==> src/rtl/vga_pattern_sequencer.sv <==
// -----------------------------------------------------------------------------
// vga_pattern_sequencer
// Frame-synchronous VGA test-pattern generator. Mode selection, auto-cycling
// and horizontal scroll are all committed on the vsync falling edge, so every
// frame is drawn with one consistent set of values.
//
// Ports:
//   Clock_25       pixel clock
//   system_resetn  asynchronous active-low reset
//   mode_sel_i     requested mode (0 auto, 1 vbars, 2 hbars, 3 checker, 4 grey)
//   scroll_en_i    advance the scroll offset by one pixel per frame
//   vsync_i        VGA vertical sync, active-low
//   pixel_x_i/y_i  current pixel coordinates
//   red_o/green_o/blue_o  registered colour, one cycle behind the coordinates
//   active_mode_o  mode latched at the last frame tick
//   frame_tick_o   one-cycle pulse on each vsync falling edge
// -----------------------------------------------------------------------------
module vga_pattern_sequencer #(
    parameter int unsigned COLOR_W         = 10,
    parameter int unsigned COORD_W         = 10,
    parameter int unsigned BAR_SHIFT       = 5,
    parameter int unsigned FRAMES_PER_STEP = 64
) (
    input  logic               Clock_25,
    input  logic               system_resetn,
    input  logic [2:0]         mode_sel_i,
    input  logic               scroll_en_i,
    input  logic               vsync_i,
    input  logic [COORD_W-1:0] pixel_x_i,
    input  logic [COORD_W-1:0] pixel_y_i,
    output logic [COLOR_W-1:0] red_o,
    output logic [COLOR_W-1:0] green_o,
    output logic [COLOR_W-1:0] blue_o,
    output logic [2:0]         active_mode_o,
    output logic               frame_tick_o
);

    localparam int unsigned CNT_W  = $clog2(FRAMES_PER_STEP + 1);
    localparam int unsigned WIDE_W = COORD_W + COLOR_W;
    localparam int unsigned B0     = BAR_SHIFT;
    localparam int unsigned B1     = BAR_SHIFT + 1;
    localparam int unsigned B2     = BAR_SHIFT + 2;
    localparam logic [CNT_W-1:0] LAST_STEP = CNT_W'(FRAMES_PER_STEP - 1);

    logic               vsync_q;
    logic [2:0]         active_mode_q, active_mode_d;
    logic [2:0]         auto_idx_q,    auto_idx_d;
    logic [CNT_W-1:0]   step_cnt_q,    step_cnt_d;
    logic [COORD_W-1:0] scroll_off_q,  scroll_off_d;
    logic [COLOR_W-1:0] red_q,   red_d;
    logic [COLOR_W-1:0] green_q, green_d;
    logic [COLOR_W-1:0] blue_q,  blue_d;

    logic [2:0]         pattern;
    logic [COORD_W-1:0] x_eff;
    logic [WIDE_W-1:0]  grey_wide;
    logic               unused_y;

    // Falling edge of the registered vsync marks the start of a new frame.
    assign frame_tick_o = vsync_q & ~vsync_i;

    // Y bits outside the three-bit bar window are intentionally ignored.
    assign unused_y = ^pixel_y_i;

    // Frame-rate state: mode latch, auto sequencer and scroll offset.
    always_comb begin
        active_mode_d = active_mode_q;
        auto_idx_d    = auto_idx_q;
        step_cnt_d    = step_cnt_q;
        scroll_off_d  = scroll_off_q;
        if (frame_tick_o) begin
            active_mode_d = mode_sel_i;
            if (scroll_en_i) begin
                scroll_off_d = scroll_off_q + COORD_W'(1);
            end
            if (mode_sel_i != 3'd0) begin
                step_cnt_d = '0;
            end else if (active_mode_q != 3'd0) begin
                // Resume auto from the pattern just shown, without advancing.
                step_cnt_d = '0;
                auto_idx_d = (active_mode_q >= 3'd1 && active_mode_q <= 3'd4)
                             ? active_mode_q : 3'd1;
            end else if (step_cnt_q == LAST_STEP) begin
                step_cnt_d = '0;
                auto_idx_d = (auto_idx_q == 3'd4) ? 3'd1 : auto_idx_q + 3'd1;
            end else begin
                step_cnt_d = step_cnt_q + CNT_W'(1);
            end
        end
    end

    // Pixel-rate colour generation from the frame-latched state.
    always_comb begin
        pattern   = (active_mode_q == 3'd0) ? auto_idx_q : active_mode_q;
        x_eff     = pixel_x_i + scroll_off_q;
        // MSB-align x_eff: zero-pads when COLOR_W is wider, truncates otherwise.
        grey_wide = {x_eff, {COLOR_W{1'b0}}};
        red_d     = '0;
        green_d   = '0;
        blue_d    = '0;
        case (pattern)
            3'd1: begin
                red_d   = {COLOR_W{~x_eff[B2]}};
                green_d = {COLOR_W{~x_eff[B1]}};
                blue_d  = {COLOR_W{~x_eff[B0]}};
            end
            3'd2: begin
                red_d   = {COLOR_W{~pixel_y_i[B2]}};
                green_d = {COLOR_W{~pixel_y_i[B1]}};
                blue_d  = {COLOR_W{~pixel_y_i[B0]}};
            end
            3'd3: begin
                red_d   = {COLOR_W{~x_eff[B2] ^ ~pixel_y_i[B2]}};
                green_d = {COLOR_W{~x_eff[B1] ^ ~pixel_y_i[B1]}};
                blue_d  = {COLOR_W{~x_eff[B0] ^ ~pixel_y_i[B0]}};
            end
            3'd4: begin
                red_d   = grey_wide[WIDE_W-1 -: COLOR_W];
                green_d = grey_wide[WIDE_W-1 -: COLOR_W];
                blue_d  = grey_wide[WIDE_W-1 -: COLOR_W];
            end
            default: begin
                red_d   = '0;
                green_d = '0;
                blue_d  = '0;
            end
        endcase
    end

    // State registers.
    always_ff @(posedge Clock_25 or negedge system_resetn) begin
        if (!system_resetn) begin
            vsync_q       <= 1'b0;
            active_mode_q <= 3'd0;
            auto_idx_q    <= 3'd1;
            step_cnt_q    <= '0;
            scroll_off_q  <= '0;
            red_q         <= '0;
            green_q       <= '0;
            blue_q        <= '0;
        end else begin
            vsync_q       <= vsync_i;
            active_mode_q <= active_mode_d;
            auto_idx_q    <= auto_idx_d;
            step_cnt_q    <= step_cnt_d;
            scroll_off_q  <= scroll_off_d;
            red_q         <= red_d;
            green_q       <= green_d;
            blue_q        <= blue_d;
        end
    end

    assign red_o         = red_q;
    assign green_o       = green_q;
    assign blue_o        = blue_q;
    assign active_mode_o = active_mode_q;

endmodule

==> config.mk <==
export PLATFORM = sky130hd
export DESIGN_NAME = vga_pattern_sequencer
export DESIGN_NICKNAME = d
export VERILOG_FILES = /design/src/rtl/vga_pattern_sequencer.sv
export SDC_FILE = /design/constraint.sdc
export NUM_CORES = 1
export LEC_CHECK = 0
export ABC_AREA = 1
export CAP_MARGIN = 20
export CORE_ASPECT_RATIO = 2
export CORE_UTILIZATION = 47
export CTS_BUF_LIST = sky130_fd_sc_hd__clkbuf_4
export DETAILED_ROUTE_END_ITERATION = 6
export PLACE_DENSITY = 0.87
export SETUP_SLACK_MARGIN = 0.15
export SYNTH_ARGS = -nofsm -noshare
export SYNTH_HDL_FRONTEND = slang
export SYNTH_SLANG_ARGS = --single-unit
==> constraint.sdc <==
create_clock -name Clock_25 -period 1.81 [get_ports Clock_25]
set_input_delay 0.543 -clock Clock_25 [delete_from_list [all_inputs] [get_ports Clock_25]]
set_output_delay 0.543 -clock Clock_25 [all_outputs]
set_load 0.005 [all_outputs]
; Yosys cells after proc, flatten, opt, wreduce, memory -nomap -nowiden
; Index checks and enable logic that the tools add are counted.
[totals]
input_bits = 27
output_inout_bits = 34
regBits = 54
[classes]
n_lt_le_gt_ge = 2
addsub = 4
mux = 11
eq_ne = 6
bitwise_logic = 12
reduce_logical = 7
[ops]
columns = cell, n
row1 = one-hot mux 10 bit (4 select lines), 3
row2 = two-way mux 7 bit, 3
row3 = two-way mux 3 bit, 5
row4 = "adder 10 x 1 -> 10 bit, second input constant", 1
row5 = adder 10 bit, 1
row6 = inverter 1 bit, 8
row7 = "adder 7 x 1 -> 7 bit, second input constant", 1
row8 = "== test 7 x 6 -> 1 bit, second input constant", 1
row9 = "== test 3 x 2 -> 1 bit, second input constant", 2
row10 = "== test 3 bit, second input constant", 2
row11 = nonzero test 3 bit, 2
row12 = "adder 3 x 1 -> 3 bit, second input constant", 1
row13 = "== test 3 x 1 -> 1 bit, second input constant", 1
row14 = ">= comparator 3 x 1 -> 1 bit, second input constant", 1
row15 = "less-or-equal comparator 3 bit, second input constant", 1
row16 = zero test 3 bit, 1
row17 = AND reduction 3 bit, 1
row18 = XOR 1 bit, 3
row19 = AND reduction 2 bit, 1
row20 = nonzero test 2 bit, 1
row21 = bitwise AND 1 bit, 1
row22 = logical AND 1 bit, 1

; Longest topological paths before layout
; Gate-level depths: netlist of run 1.
[logic_depth]
ltp_word = 4
ltp_mapped = 13
depth_no_buf = 13

; Worst setup path after synthesis of run 1
; OpenSTA, ideal clock, no wires.
[synth_path]
path_kind = input to register
start = input pixel_x_i[0]
end = register green_q[0] (netlist: green_o[0])
cell_stages = 11
arrival_time_ps = 1859
required_ps = 1676
slack_ps = -183
cell_sequence = ha_1 > inv_1 > fa_1 > inv_1 > nand2_1 > nand2_1 > nand3_1 > nand3_1 > nand2_1 > a21oi_4 > nand3_1
[synth_via]
elab_chain_len = 4
[synth_rtl]
columns = item, line
row1 = "start, declared", 29  ; input logic [COORD_W-1:0] pixel_x_i,
row2 = adder 10 bit *, 95  ; x_eff = pixel_x_i + scroll_off_q;
row3 = inverter 1 bit, "104, 114"
row4 = XOR 1 bit, 114  ; green_d = {COLOR_W{~x_eff[B1] ^ ~pixel_y_i[B1]}};
row5 = one-hot mux 10 bit (4 select lines) *, 101  ; case (pattern)
row6 = net green_d[0], 51  ; logic [COLOR_W-1:0] green_q, green_d;
row7 = "end signal, assigned", 148  ; green_q <= green_d;
row8 = "end, declared", 51
; The timed path passes the listed nets; every way through them passes the cells marked *.
; A chain may end at the register's enable or synchronous reset.

; Worst setup path in the final report of run 1
[layout_path]
start = register scroll_off_q[0]
end = register green_q[7] (netlist: green_o[7])
[layout_via]
elab_chain_len = 4
[layout_rtl]
columns = item, line
row1 = "start, declared", 49  ; logic [COORD_W-1:0] scroll_off_q, scroll_off_d;
row2 = "start signal, assigned", 146  ; scroll_off_q <= scroll_off_d;
row3 = adder 10 bit *, 95
row4 = inverter 1 bit, "104, 114"
row5 = XOR 1 bit, 114
row6 = one-hot mux 10 bit (4 select lines) *, 101
row7 = net green_d[7], 51
; Marks and branches as above.

==> results.md, run 1 <==
- Startpoint Class: flop
- Outcome: complete, but fails checks
- Initial Util: 48.65%
- Crit-path most repeated cell: nand2_4
- Fmax: roughly 480 MHz
- Initial antenna violation count: 0
- Unique masters post-synth: 30
- Lkg Pwr: approximately 0.0023 uW
- # diodes: 0
- Worst R2R End: green_o[7]
- Max Cap Viol: 0
- Final min period: 2080 ps
- Final nets: around 470
- Die width: between 50 and 60 um
- Post-synthesis async set-or-reset flop share: 100.0%
- Fin cells: around 490
- Post-synthesis compound-gate area fraction: 6.847%
- CP peak stage delay: 450 ps
- Max clock buf depth: 2
- Mapped cell area: approximately 2800 um^2
- Htree depth: 2
- Fin crit share: 114.9%
- Endpoints failing setup: 30
- CP arrival: ~2400 ps
- Cell breakdown of the critical path: ha_4, inv_2, fa_2, inv_2, nand2_4, nand2_4, nand3_4, nand3_4, nand2_4, a21oi_4, nand3_1
- Syn nets: ~350
- Sequential area share after synthesis: between 40% and 50%
- Setup ws final: -270.0 ps
- CP endpoint kind: flop
- Required time of the critical path: approximately 2100 ps
- Final Hold Viols: 0
- Relative slew slack: about two thirds
- Post-DR vias/cell: between 6 and 7
- Core box area: 5709 um^2
- Drc violations: 0
- Slowest CP cell: dfrtp_1
- CTS clk-pin slew, worst paths: roughly 190 ps
- Final GP Congestion: roughly 0.83
- TritonCTS clock tree: done
- DR vias: between 2,000 and 3,000
- Critical setup path kind: flop to flop
- Pre-CTS setup slack: -835.4 ps
- Synth Flop Type: dfrtp_1
- Worst min-delay path category: input pin to flop
- Synth Area in XOR/XNOR: 4.414%
- Footprint of the multi-input gates: between 2000 and 2500 um^2
- Placed cells: ~450
- P per Cell Area: around 1400 nW/um^2
- Max Slew Vio Count: 0
- CP Depth: 11
- Max FO, Critical Path: 5
- Post-synthesis mux area share: less than 1%
- Avg WL per Cell: between 20 and 25 um
- Mapped Avg Cell Area: 8.903 um^2
- I/O Buffers: 53
- I/O Pins: between 60 and 70
- DR pass1 iterations: 6
- Clk sinks: 54
- Congestion Overflow GR: 0
- CP bufs+invs: 2
- Setup slack, reg-to-reg: -270 ps
- Die Y-Extent: about 110 um
- RSZ-0062 raised after global routing: yes
- Synth Instances: ~310
- Vias in the first global route: a little over 3,000
- Total track usage: between 30% and 40%
- ANT nets after route: 0
- Synth Area in Adders: under 10%
- Die area: 6240 um^2
- EDFF count, synth: 0
- Worst-Margin Slew: roughly 470 ps
- Wire length of the first global-routing pass: roughly 15 mm
- Largest net degree at the start of global routing: 38
- Hold Path Origin: vsync_i
- Iter 0 DRT Violations: 176
- CP delay by family, top: simple AND/OR/NAND/NOR gates
- HPWL Detailed: roughly 5.2 mm
- Synthesis-to-finish area growth: 65.86%
- Worst R2R Start: scroll_off_q[0]
- Peak supply drop: roughly 1400 uV
- Filler cells: between 300 and 400
- Simple-Gate Fraction of Synth Area: between 20% and 30%
- Combinational family with the most area after synthesis: simple AND/OR/NAND/NOR gates
- WL final: approximately 11 mm
- Reg2Reg Depth: 11
- CP startpoint: scroll_off_q[0]
- Layout cells sized above 1: between 40% and 50%
- Synth Warn #: 0
- Skew-Pair Late Insertion Delay: 440 ps
- Worst Setup EP: green_o[7]
- Seq. cell area: about 1400 um^2
- Tot Pwr: approximately 6400 uW
- Failing checks: setup timing
- Clock Skew: 24.10 ps
- Number of CTS-inserted buffers: 5
- Root Buffer Master: clkbuf_4
- Row cnt: 39
- Post-synthesis sequential element count: between 50 and 60
==> registers in the layout, summed over array words and instances (netlist names) <==
name / flops
blue_o: 10
green_o: 10
red_o: 10
scroll_off_q: 10
step_cnt_q: 7
active_mode_o: 3
auto_idx_q: 3
vsync_q: 1
==> metal layers <==
layer	vias to the layer above	track usage, %	share of wire [%]
li1	1281	-	-
met1	1427	31.86	32
met5	-	0	0
met2	173	58.17	54
met4	0	27.64	7.7
met3	67	8.985	5.9
==> power by group <==
group / total [uW] / switching, uW / leakage, uW / internal, uW
logic: 3940 / 2180 / 0.00155 / 1760
clock network: 628 / 459 / 0.0000377 / 169
registers: 1870 / 244 / 0.000686 / 1620
total: 6440 / 2880 / 0.00228 / 3550
==> cell usage in the layout (no fill, tap or decap), types with 2 or more instances in the layout <==
cell type,count
a21oi_4,6
buf_2,2
clkbuf_2,2
xor2_1,12
a21oi_1,10
nand2_4,14
nand3_2,27
xnor2_1,2
nor2_4,5
nor3_1,4
inv_2,7
nand3_1,22
inv_1,30
nand3_4,18
a21oi_2,2
buf_12,3
clkdlybuf4s15_1,17
nand2_1,28
dfrtp_1,51
nor2_2,7
ha_4,8
clkdlybuf4s50_1,10
nand3b_1,2
nand4_1,3
buf_4,43
or2_4,2
nand2_2,12
dlygate4sd2_1,20
o21ai_0,10
buf_6,4
clkbuf_4,5
dfrtp_2,2
nand2_8,4
nor2_1,10
clkinvlp_4,2
ha_1,4
==> worst min path at each step <==
stage,to,depth (start not counted)
after floorplan,active_mode_o[0],0
after global placement,red_o[1],1
after detailed placement,blue_o[1],1
after CTS,blue_o[1],2
after global routing,vsync_q,1
final,vsync_q,1
==> cell type report <==
cell class,count,share of cell area [%]
inverters,39,3.313
clock buffers,5,0.8148
repair buffers,103,19.85
repair inverters,1,0.1630
multi-input cells,223,44.16
flip-flops and latches,54,29.41
well taps,61,1.657
clock inverters,3,0.6247
==> metrics by stage <==
step	hold WS, ps	cell area (um^2)	TNS, ps	util [%]
after global routing	403.6	4607	-5416	80.69
final	417.8	4607	-4032	80.69
after CTS	437.6	4278	-566.3	74.93
after detailed placement	347.3	3687	-24070	64.58
after floorplan	247.4	2909	-969.5	-
after global placement	344.0	3687	-21900	64.58
==> cell usage after synthesis, types with 3 or more instances <==
cell     number  area share [%]
a21oi_1      12             2.2
xor2_1       12             3.8
nand2_1      56             7.6
dfrtp_1      53              48
inv_1        37             5.0
ha_1         13             5.9
nor3_1        5            0.90
nand3_1      60              11
nor2_4        3             1.2
nand4_1       3            0.68
o21ai_0      10             1.8
nand3_2       4             1.4
nor2_1       19             2.6
==> cells by family after synthesis <==
kind of cell / Yosys count
flops: 54
fa+ha+maj: 14
simple gates: 159
mux: 1
xor+xnor: 14
compound gates: 30
buf+inv: 40
==> what timing repair did <==
item | CTS | global route
pin swaps | 34 | 32
hold buffers | 1 | 0
gates resized for setup | 134 | 65
buffers inserted | 12 | 13
hold endpoints to repair | 2 | 0
cloned | 6 | 0
endpoints found under the setup margin | 68 | 59
==> worst register-to-register path, delay by kind of cell (launching register included) <==
kind,cells,cell delay [ps]
and+or+nand+nor,6,590
adders and majority gates,2,540
DFF,1,450
AOI/OAI and AO/OA,1,250
buffers and inverters,2,120
(Power assumes the default switching activity.)
==> inputs of run 2 (changes only) <==
Settings changed: CAP_MARGIN 20 to 25, CORE_MARGIN set to 2, GPL_TIMING_DRIVEN set to 0.
==> run 2 against run 1 <==
The flow still finishes with violations (setup timing). First-iteration DRC count shrank 20%. Maximum frequency rose by 5.9%. Cell count down 4.9%. Combinational power fell by 20%. Hold slack worse by 340 ps. Worst setup slack improved by 120 ps. Core utilization decreased by 6.1 points. Non-clock buffer count is 25 lower. Flip-flop and latch count stayed put. Die area rose by 5.4%. Critical endpoint is now green_o[6]. Highest routed layer unchanged.
==> results.md, run 2 (synthesis gave the netlist of run 1 again) <==
- Outcome: complete, but fails checks
- Failing checks: setup timing
- Final Hold Viols: 0
- Endpoints failing setup: 20
- Max Slew Vio Count: 0
- Wire length of the first global-routing pass: 12.79 mm
- Required time of the critical path: 2100 ps
- Worst Setup EP: green_o[6]
- Net Switching: between 2000 and 2500 uW
- CTS clk-pin slew, worst paths: ~170 ps
- Row cnt: 39
- Clock power share: 12.2%
- Tot Pwr: between 5000 and 6000 uW
- Relative slew slack: roughly two thirds
- Final core occ: approximately three quarters
- Initial Util: 48.65%
- Final min period: just under 2000 ps
- P per Cell Area: approximately 1300 nW/um^2
- Startpoint Class: flop
- Register share of total power: about a third
- Die area: approximately 6600 um^2
- CP arrival: about 2300 ps
- Number of CTS-inserted buffers: 5
- Worst min-delay path category: input pin to async pin
- Total track usage: 25.69%
- Die width: around 58 um
- ANT nets after route: 0
- Post-DR vias/cell: between 5 and 6
- Htree depth: 2
- I/O Buffers: 53
- HPWL Detailed: between 4 and 5 mm
- Worst-Margin Slew: slightly below 500 ps
- Layout cells sized above 1: between 30% and 40%
- Reg2Reg Depth: 12
- Worst R2R Start: scroll_off_q[0]
- Avg WL per Cell: 19.27 um
- Fin crit share: 108.5%
- Commonest non-fill, non-tap cell in the layout: dfrtp_1
- Setup ws final: -154.2 ps
- Peak supply drop: about 1000 uV
- Pint: roughly 3300 uW
- Core box area: 5709 um^2
- Critical setup path kind: flop to flop
- I/O Pins: 61
- Clock Skew: between 15 and 20 ps
- Combinational share of power: between 50% and 60%
- TritonCTS clock tree: done
- RSZ-0062 raised after global routing: yes
- Skew-Pair Late Insertion Delay: approximately 400 ps
- CP endpoint kind: flop
- Drc violations: 0
- Iter 0 DRT Violations: 140
- Fmax: 509.1 MHz
- CP startpoint: scroll_off_q[0]
- Final GP Congestion: around 0.81
- Most frequent cells in the layout: dfrtp_1 (48), nand2_1 (37), dlygate4sd2_1 (36), inv_1 (32), nand3_1 (31)
- Switching share of total power: a little over two fifths
- Setup slack, reg-to-reg: -150 ps
- Die Y-Extent: between 100 and 150 um
- WL final: ~9.0 mm
- Synthesis-to-finish area growth: 53.33%
- Worst R2R End: green_o[6]
- DR pass1 iterations: 4
- Initial antenna violation count: 1
- Lkg Pwr: between 0.002 and 0.0025 uW
- DR vias: between 2,000 and 3,000
- Max FO, Critical Path: 5
- Max Cap Viol: 0
- Largest net degree at the start of global routing: 36
- Clk sinks: 54
- Root Buffer Master: clkbuf_4
- Vias in the first global route: around 2,800
- Max clock buf depth: 2
- Congestion Overflow GR: 0
- Final nets: 443
[run 2: repair_timing]
action | in CTS | in global routing
resized for setup | 120 | 32
pin swaps | 17 | 9
cloned | 6 | 0
buffers inserted | 19 | 4
hold buffers | 0 | 0
setup endpoints to repair | 74 | 43
endpoints found under the hold margin | 0 | 0
[run 2: critical path: stages (launching register included)]
cell and delay [ps]:
dfrtp_2 420, ha_4 130, inv_2 30, fa_2 350
inv_2 80, nand2_2 60, nand2_2 90, nand3_4 100
nand3_4 140, nand2_8 100, a21oi_4 150, buf_12 140
nand3_2 60
[run 2: through the flow]
stage | TNS [ps] | hold slack (ps) | instances | cell area (um^2) | setup slack (ps)
after detailed placement | -24500 | 491.5 | 427 | 3531 | -934.7
after global routing | -3480 | 91.11 | 465 | 4259 | -221.8
after CTS | -579.2 | 96.11 | 460 | 4036 | -84.77
after floorplan | -969.5 | 247.4 | 312 | 2909 | -96.27
final | -1910 | 73.74 | 465 | 4259 | -154.2
after global placement | -88720 | 497.5 | 426 | 3516 | -1252
[run 2: layout make-up]
type	instances	area, um^2
multi-input cells	223	1868
fillers	376	1450
flip-flops and latches	54	1359
repair buffers	77	698.2
inverters	39	151.4
well taps	61	76.32
clock inverters	3	45.04
clock buffers	5	37.54
plain buffers	1	13.76
repair inverters	1	7.507
diodes	1	2.502
[run 2: metal layers]
| metal | vias up | track usage, % | routed length [um] |
|---|---|---|---|
| met2 | 150 | 47.64 | 5089 |
| met5 | - | 0 | 0 |
| li1 | 1227 | - | - |
| met4 | 0 | 18.14 | 620 |
| met1 | 1350 | 23.64 | 2826 |
| met3 | 49 | 4.343 | 424 |
[run 2: worst min-delay path by stage]
stage	endpoint	cells past startpoint	start
detailed placement	scroll_off_q[7]	1	scroll_off_q[7]
global route	scroll_off_q[1]	1	system_resetn
finish	scroll_off_q[9]	1	system_resetn
global placement	scroll_off_q[7]	1	scroll_off_q[7]
CTS	step_cnt_q[1]	1	system_resetn
floorplan	active_mode_o[0]	0	system_resetn
[run 2: power groups by stage]
stage / clock (uW) / combinational [uW] / sequential [uW]
5_1_grt: 738 / 3390 / 1860
3_3_place_gp: 0 / 2180 / 1870
3_5_place_dp: 0 / 2280 / 1900
6_report: 691 / 3160 / 1830
4_1_cts: 687 / 2770 / 1820
2_1_floorplan: 0 / 1220 / 1900
